## config.mk

```make
export PLATFORM = sky130hd
export DESIGN_NAME = expr_vector_sequencer
export DESIGN_NICKNAME = d
export VERILOG_FILES = /design/src/rtl/expr_vector_sequencer.sv
export SDC_FILE = /design/constraint.sdc
export NUM_CORES = 1
export LEC_CHECK = 0
export BUFFER_PORTS_ARGS = -buffer_cell sky130_fd_sc_hd__buf_2
export CAP_MARGIN = 10
export CORE_UTILIZATION = 50
export CTS_BUF_LIST = sky130_fd_sc_hd__clkbuf_4 sky130_fd_sc_hd__clkbuf_8
export DETAILED_ROUTE_END_ITERATION = 16
export PLACE_DENSITY = 0.8
export SKIP_CTS_REPAIR_TIMING = 1
export SYNTH_ARGS = -nofsm -noshare
export SYNTH_HDL_FRONTEND = slang
export SYNTH_SLANG_ARGS = --single-unit
export TNS_END_PERCENT = 10
```

## constraint.sdc

```tcl
create_clock -name clk -period 3.7 [get_ports clk]
set_input_delay 0.74 -clock clk [delete_from_list [all_inputs] [get_ports clk]]
set_output_delay 0.74 -clock clk [all_outputs]
set_load 0.02 [all_outputs]
```

## src/rtl/expr_vector_sequencer.sv

```systemverilog
// Self-test sequencer: applies LFSR-generated operand vectors to one expression
// block, waits a programmable settle time, and folds each y capture into a MISR.
module expr_vector_sequencer #(
  parameter int OP_W  = 60,
  parameter int Y_W   = 90,
  parameter int CNT_W = 16,
  parameter int SET_W = 4
) (
  input  logic             clk,
  input  logic             rst_n,
  input  logic             start,
  input  logic             abort,
  input  logic [CNT_W-1:0] num_vectors,
  input  logic [31:0]      seed,
  input  logic [SET_W-1:0] settle_cycles,
  output logic [OP_W-1:0]  operands,
  input  logic [Y_W-1:0]   y_in,
  output logic             busy,
  output logic             done,
  output logic             aborted,
  output logic [31:0]      signature,
  output logic [CNT_W-1:0] vec_count
);
  localparam logic [63:0] LFSR_TAPS = 64'hD800_0000_0000_0000;
  localparam logic [31:0] MISR_POLY = 32'h04C11DB7;

  typedef enum logic [1:0] {IDLE, SETTLE, CAPTURE, DONE} state_e;

  typedef struct packed {
    logic [CNT_W-1:0] n;
    logic [SET_W-1:0] s;
  } run_cfg_t;

  state_e           state_q;
  run_cfg_t         cfg_q;
  logic [63:0]      lfsr_q;
  logic [SET_W-1:0] cnt_q;
  logic [OP_W-1:0]  ops_q;
  logic [31:0]      sig_q;
  logic [CNT_W-1:0] vcnt_q;
  logic             busy_q, done_q, aborted_q;

  logic [63:0]      lfsr_init_d, lfsr_step_d;
  logic [31:0]      fold_d, sig_d;
  logic [CNT_W-1:0] vcnt_d;
  logic             last_vec_d;

  // An all-zero seed would lock the LFSR, so it is replaced by 1.
  assign lfsr_init_d = (seed == 32'h0) ? 64'h1 : {seed, seed};
  assign lfsr_step_d = (lfsr_q >> 1) ^ (lfsr_q[0] ? LFSR_TAPS : 64'h0);

  // 90-bit result compressed to 32 bits before entering the CRC-32 style MISR.
  assign fold_d     = y_in[31:0] ^ y_in[63:32] ^ 32'(y_in[Y_W-1:64]);
  assign sig_d      = {sig_q[30:0], 1'b0} ^ (sig_q[31] ? MISR_POLY : 32'h0) ^ fold_d;
  assign vcnt_d     = vcnt_q + 1'b1;
  assign last_vec_d = (vcnt_d == cfg_q.n);

  always_ff @(posedge clk or negedge rst_n) begin
    if (!rst_n) begin
      state_q   <= IDLE;
      cfg_q     <= '0;
      lfsr_q    <= '0;
      cnt_q     <= '0;
      ops_q     <= '0;
      sig_q     <= 32'hFFFF_FFFF;
      vcnt_q    <= '0;
      busy_q    <= 1'b0;
      done_q    <= 1'b0;
      aborted_q <= 1'b0;
    end else begin
      done_q    <= 1'b0;
      aborted_q <= 1'b0;
      case (state_q)
        IDLE: begin
          if (start) begin
            cfg_q.n <= num_vectors;
            cfg_q.s <= settle_cycles;
            lfsr_q  <= lfsr_init_d;
            sig_q   <= 32'hFFFF_FFFF;
            vcnt_q  <= '0;
            if (num_vectors == '0) begin
              state_q <= DONE;
              done_q  <= 1'b1;
            end else begin
              ops_q   <= lfsr_init_d[OP_W-1:0];
              cnt_q   <= settle_cycles;
              state_q <= SETTLE;
              busy_q  <= 1'b1;
            end
          end
        end
        SETTLE: begin
          if (abort) begin
            state_q   <= IDLE;
            busy_q    <= 1'b0;
            aborted_q <= 1'b1;
          end else if (cnt_q == '0) begin
            state_q <= CAPTURE;
          end else begin
            cnt_q <= cnt_q - 1'b1;
          end
        end
        CAPTURE: begin
          if (abort) begin
            state_q   <= IDLE;
            busy_q    <= 1'b0;
            aborted_q <= 1'b1;
          end else begin
            sig_q  <= sig_d;
            vcnt_q <= vcnt_d;
            if (last_vec_d) begin
              state_q <= DONE;
              busy_q  <= 1'b0;
              done_q  <= 1'b1;
            end else begin
              lfsr_q  <= lfsr_step_d;
              ops_q   <= lfsr_step_d[OP_W-1:0];
              cnt_q   <= cfg_q.s;
              state_q <= SETTLE;
            end
          end
        end
        DONE:    state_q <= IDLE;
        default: state_q <= IDLE;
      endcase
    end
  end

  assign operands  = ops_q;
  assign busy      = busy_q;
  assign done      = done_q;
  assign aborted   = aborted_q;
  assign signature = sig_q;
  assign vec_count = vcnt_q;

endmodule

```

; Word level (Yosys, flattened, before mapping)
; Index checks and enable logic that the tools add are counted.
; Widths: inputs -> output; s select.
[word_totals]
regBits = 201
inputBits = 146
elab_cells = 90
out_inout_bits = 111
[classes]
n_eq_ne = 13
bitwise = 5
add_sub_neg = 2
n_mux = 45
reduce_logical = 14
[ops]
columns = cell, count
row1 = $mux 64, 5
row2 = $mux 60, 4
row3 = $pmux 64 s2, 1
row4 = $pmux 60 s2, 1
row5 = $mux 32, 2
row6 = $pmux 32 s2, 1
row7 = $xor 32x32->32, 2
row8 = $xor 63x64->64, 1
row9 = $logic_not 32->1, 1
row10 = $mux 16, 2
row11 = $pmux 16 s2, 1
row12 = $xor 32x26->32, 1
row13 = $xor 32x27->32, 1
row14 = $mux 27, 1
row15 = $mux 4, 6
row16 = $add 16x1->16 const B, 1
row17 = $eq 16x16->1, 1
row18 = $logic_not 16->1, 1
row19 = $ne 2x2->1 const B, 7
row20 = $mux 2, 6
row21 = $pmux 4 s3, 1
row22 = $mux 1, 11
row23 = $reduce_and 5->1, 2
row24 = $pmux 2 s4, 1
row25 = other kinds (15), 18

; Longest topological paths before layout
[depth]
depth_word = 5
mapped_depth = 10

; Worst setup path after synthesis
; Ideal clock, no wire load.
[synth_path]
kind = reg-to-reg
from = reg vcnt_q[0] (netlist: vec_count[0])
to = reg ops_q[4] (netlist: operands[4])
setup_time_ns = 0.125
stages_incl_launch_ff = 11
setup_slack_ns = 0.413
t_arrival_ns = 3.162
synth_period_minus_slack_ns = 3.287
required_time_ns = 3.575
path_buffers = 2
path_cell_list = dfrtp_1 ha_1 buf_4 nand4_1 nor4_4 mux2_2 nor2_1 nor4_4 a211oi_4 buf_6 mux2_2
[synth_between]
elab_chain_len = 4
[synth_lines]
columns = item, line
row1 = "start, declared", 40  ; logic [CNT_W-1:0] vcnt_q;
row2 = "start signal, assigned", 110  ; vcnt_q <= vcnt_d;
row3 = $add 16x1->16, 55  ; assign vcnt_d = vcnt_q + 1'b1;
row4 = $eq 16x16->1, 56  ; assign last_vec_d = (vcnt_d == cfg_q.n);
row5 = $ne 2x2->1 (no line), --
row6 = $reduce_and 5->1 (no line), --
row7 = "end signal, assigned", 85  ; ops_q <= lfsr_init_d[OP_W-1:0];
row8 = "end signal, assigned", 117  ; ops_q <= lfsr_step_d[OP_W-1:0];
row9 = "end, declared", 38  ; logic [OP_W-1:0] ops_q;
; Every way passes these cells.
; A chain may end at the register's enable or synchronous reset.

; Final worst setup path
[layout_path]
from = reg vcnt_q[2] (netlist: vec_count[2])
to = reg lfsr_q[59]
[layout_between]
elab_chain_len = 4
[layout_lines]
columns = item, line
row1 = $add 16x1->16, 55
row2 = $eq 16x16->1, 56
row3 = $ne 2x2->1 (no line), --
row4 = $reduce_and 4->1 (no line), --
row5 = "end signal, assigned", 78  ; lfsr_q <= lfsr_init_d;
row6 = "end signal, assigned", 116  ; lfsr_q <= lfsr_step_d;
row7 = "end, declared", 36  ; logic [63:0] lfsr_q;
; Every way passes these cells.

==> flow_summary.rst <==
.. list-table::
   :header-rows: 1

   * - Metric
     - Value
   * - Area growth from synthesis to layout
     - 22.4%
   * - Category of the worst setup path launch point
     - flip-flop
   * - Ports
     - 257
   * - Crit end category
     - flip-flop
   * - Unrepaired setup endpoints after global routing
     - false
   * - Share of Yosys cell area claimed by the top area cell type
     - 41.0%
   * - Fraction of the cycle the final worst path needs
     - 93.2%
   * - Achievable frequency
     - 290 MHz
   * - H-tree depth
     - 2
   * - Clock sinks
     - 201
   * - Count of standard-cell rows
     - 52
   * - Via density per instance
     - 5.39
   * - Clock network latency to the later pin of the worst-skew pair
     - 530 ps
   * - Cell area after synthesis
     - 10,300 µm²
   * - Peak supply drop
     - 0.703 mV
   * - Average wire per cell in the routed design
     - 17.4 µm
   * - Clock buffer depth
     - 3
   * - Dominant synthesized flop cell
     - dfrtp_1
   * - Clock tree from TritonCTS
     - built
   * - Critical path class
     - reg -> reg
   * - Net count of the mapped netlist
     - 1,015
   * - Post-route DRC violation count
     - 0
   * - Run status
     - finished, final reports clean
   * - Critical path's slowest cell
     - dfrtp_1
   * - Initial cell density of the core
     - 50.9%
   * - Final global-route overflow total
     - 0
   * - Final critical-path setup slack
     - 251 ps
   * - Input/output buffers
     - 256
   * - Wire length of the first global-routing pass
     - 40.0 mm
   * - Fin. max-slew vios
     - 0
   * - Number of buffers created by CTS
     - 35
   * - Total Negative Setup Slacks
     - 0 ps
   * - Leakage power figure
     - 0.00575 µW
   * - Syn avg cell area
     - 12.0 µm²
   * - Count of unique library cells instantiated by Yosys
     - 54
   * - Critical path's largest stage delay
     - 590 ps
   * - Sum of buffers and inverters on the critical path
     - 1
   * - Number of global-route vias before repair
     - 7,634
   * - Clock skew after layout
     - 36.0 ps
   * - Number of violations of the max-capacitance limit
     - 0
   * - CTS Root Cell
     - clkbuf_8
   * - GR met2 Demand/Resource
     - 38.4%
   * - Horizontal die dimension
     - 146 µm
   * - Area of the die
     - 21,200 µm²
   * - Gp weighted congestion
     - 0.856
   * - Top delay family on crit path
     - simple AND/OR/NAND/NOR gates
   * - Post-layout nets
     - 1,274
   * - CTS clk-pin slew, worst paths
     - 60 ps
   * - GR peak layer
     - met2
   * - Cell with the most instances on the worst path
     - nand4_1
   * - Final critical-path required period
     - 3450 ps
   * - EDFF count, synth
     - 0
   * - Main area contributors after synthesis
     - dfrtp_1, mux2_2, dfstp_2
   * - Initial antenna violation count
     - 2
   * - Most frequent cells in the layout
     - buf_2, dfrtp_1, mux2_2
   * - Post-synthesis register bit count
     - 201
   * - Worst min-delay path category
     - in -> async
   * - Most frequent standard cell in the layout excluding fill and tap cells
     - buf_2
   * - Final Hold Violating Endpoints
     - 0
   * - Post-synthesis instance total
     - 861
   * - Setup violation total in the final timing report
     - 0
   * - Die Ht
     - 146 µm
   * - Initial DRC Count
     - 384
   * - Power density cells
     - 935 nW/µm²
   * - Sequential area share after synthesis
     - 49.2%
   * - Number of vias after detailed routing
     - 7,655
   * - Proportion of layout cells with a drive suffix above 1
     - 45.6%
   * - Drt pass-1 iters
     - 4
   * - Met1 demand-to-capacity share in global routing
     - 30.3%
   * - Detailed placer's ending HPWL
     - 17.5 mm
   * - Detailed Route WL
     - 24.7 mm
   * - Transition time at the pin with the least slew margin
     - 967 ps
   * - Async SR Flop Fraction
     - 100%
   * - Library cell with the largest summed area after synthesis
     - dfrtp_1
   * - Required time of the worst setup path
     - 4080 ps
   * - Maximum fanout along the worst path
     - 27
   * - Largest net degree at the start of global routing
     - 83
   * - Post-layout power
     - 11,800 µW
   * - Worst-case headroom to the max-slew limit
     - 35.4%
   * - Yosys warnings
     - 0
   * - Post-route antenna net violation count
     - 0
   * - Global-route met3 utilization
     - 7.68%
   * - Data arrival time of the critical path
     - 3830 ps
   * - Worst slack after detailed placement
     - 330 ps
   * - GRT Total Usage
     - 23.6%
   * - Core region area
     - 20,200 µm²
   * - Crit path cell chain
     - nand4_1, or3_2, a22oi_1, nand4_1, nor4_4, a21oi_4, buf_12, mux2_4
==> cell type report <==
cell class	count	area [µm²]
Sequential cell	201	5070
Timing Repair Buffer	272	1470
Fill cell	1606	7620
Inverter	12	45.0
Clock buffer	55	701
Tap cell	270	338
Multi-Input combinational cell	598	4900
Antenna cell	3	7.51
Clock inverter	9	76.3
==> sequential cells by signal, summed over array words and instances (netlist names) <==
register	cells
lfsr_q	64
operands	60
signature	32
cfg_q	20
vec_count	16
cnt_q	4
state_q	2
aborted	1
busy	1
done	1
==> kinds of logic (layout without fill, tap and decap cells) <==
group | Yosys count | count (layout) | share of synthesized area, %
adders and majority gates | 8 | 8 | 0.972
DFF | 201 | 201 | 49.2
other | 0 | 3 | 0
muxes | 146 | 146 | 16.6
xor gates and xnor gates | 127 | 127 | 10.8
AOI/OAI and AO/OA | 162 | 162 | 11.3
and+or+nand+nor | 155 | 155 | 7.83
buffers and inverters | 62 | 348 | 3.32
==> routing by layer <==
layer | vias up | share of wire (%)
li1 | 3612 | -
met1 | 3740 | 42
met2 | 268 | 48
met3 | 35 | 8.5
met4 | 0 | 1.8
met5 | - | 0
==> worst reg2reg max path, cell delays in order, from the launching register on <==
cell and delay [ps]:
dfrtp_1 590, nand4_1 420, or3_2 560, a22oi_1 170, nand4_1 210, nor4_4 560, a21oi_4 250, buf_12 230
mux2_4 310
==> power breakdown <==
part,internal [µW],total (µW),leakage (µW),switching (µW)
Combinational,2760,5640,0.00297,2880
Clock,1280,2200,0.000414,920
Sequential,3310,3950,0.00237,644
Total,7350,11800,0.00575,4440
==> synth_stat cells (all sizes together), types with 11 or more instances <==
| master | number |
|---|---|
| a22o | 61 |
| buf | 16 |
| dfrtp | 169 |
| nand2 | 27 |
| nand4 | 11 |
| a21oi | 39 |
| xnor2 | 68 |
| nor4 | 17 |
| mux2 | 141 |
| inv | 12 |
| nor2 | 57 |
| clkbuf | 34 |
| dfstp | 32 |
| o21ai | 31 |
| nand3 | 15 |
| xor2 | 59 |
==> worst paths after layout <==
kind	cells past startpoint	to	slack (ps)	startpoint
max reg2reg	8	lfsr_q[59]	250	vec_count[2]
min in group clk	2	cfg_q[7]	460	num_vectors[3]
min reg2reg	1	operands[23]	500	operands[23]
max in group asynchronous	2	operands[39]	2620	rst_n
min	1	cfg_q[7]	230	rst_n
max	8	lfsr_q[59]	250	vec_count[2]
==> through the flow <==
stage | util, % | hold slack (ps) | area, µm² | cells
after global placement | 58.5 | 487 | 11800 | 1353
after global routing | 62.3 | 288 | 12600 | 1418
after floorplan | - | 444 | 10300 | 861
final | 62.3 | 232 | 12600 | 1420
after detailed placement | 58.5 | 490 | 11800 | 1353
after CTS | 62.3 | 265 | 12600 | 1417
Power figures use the tool's default switching activity.
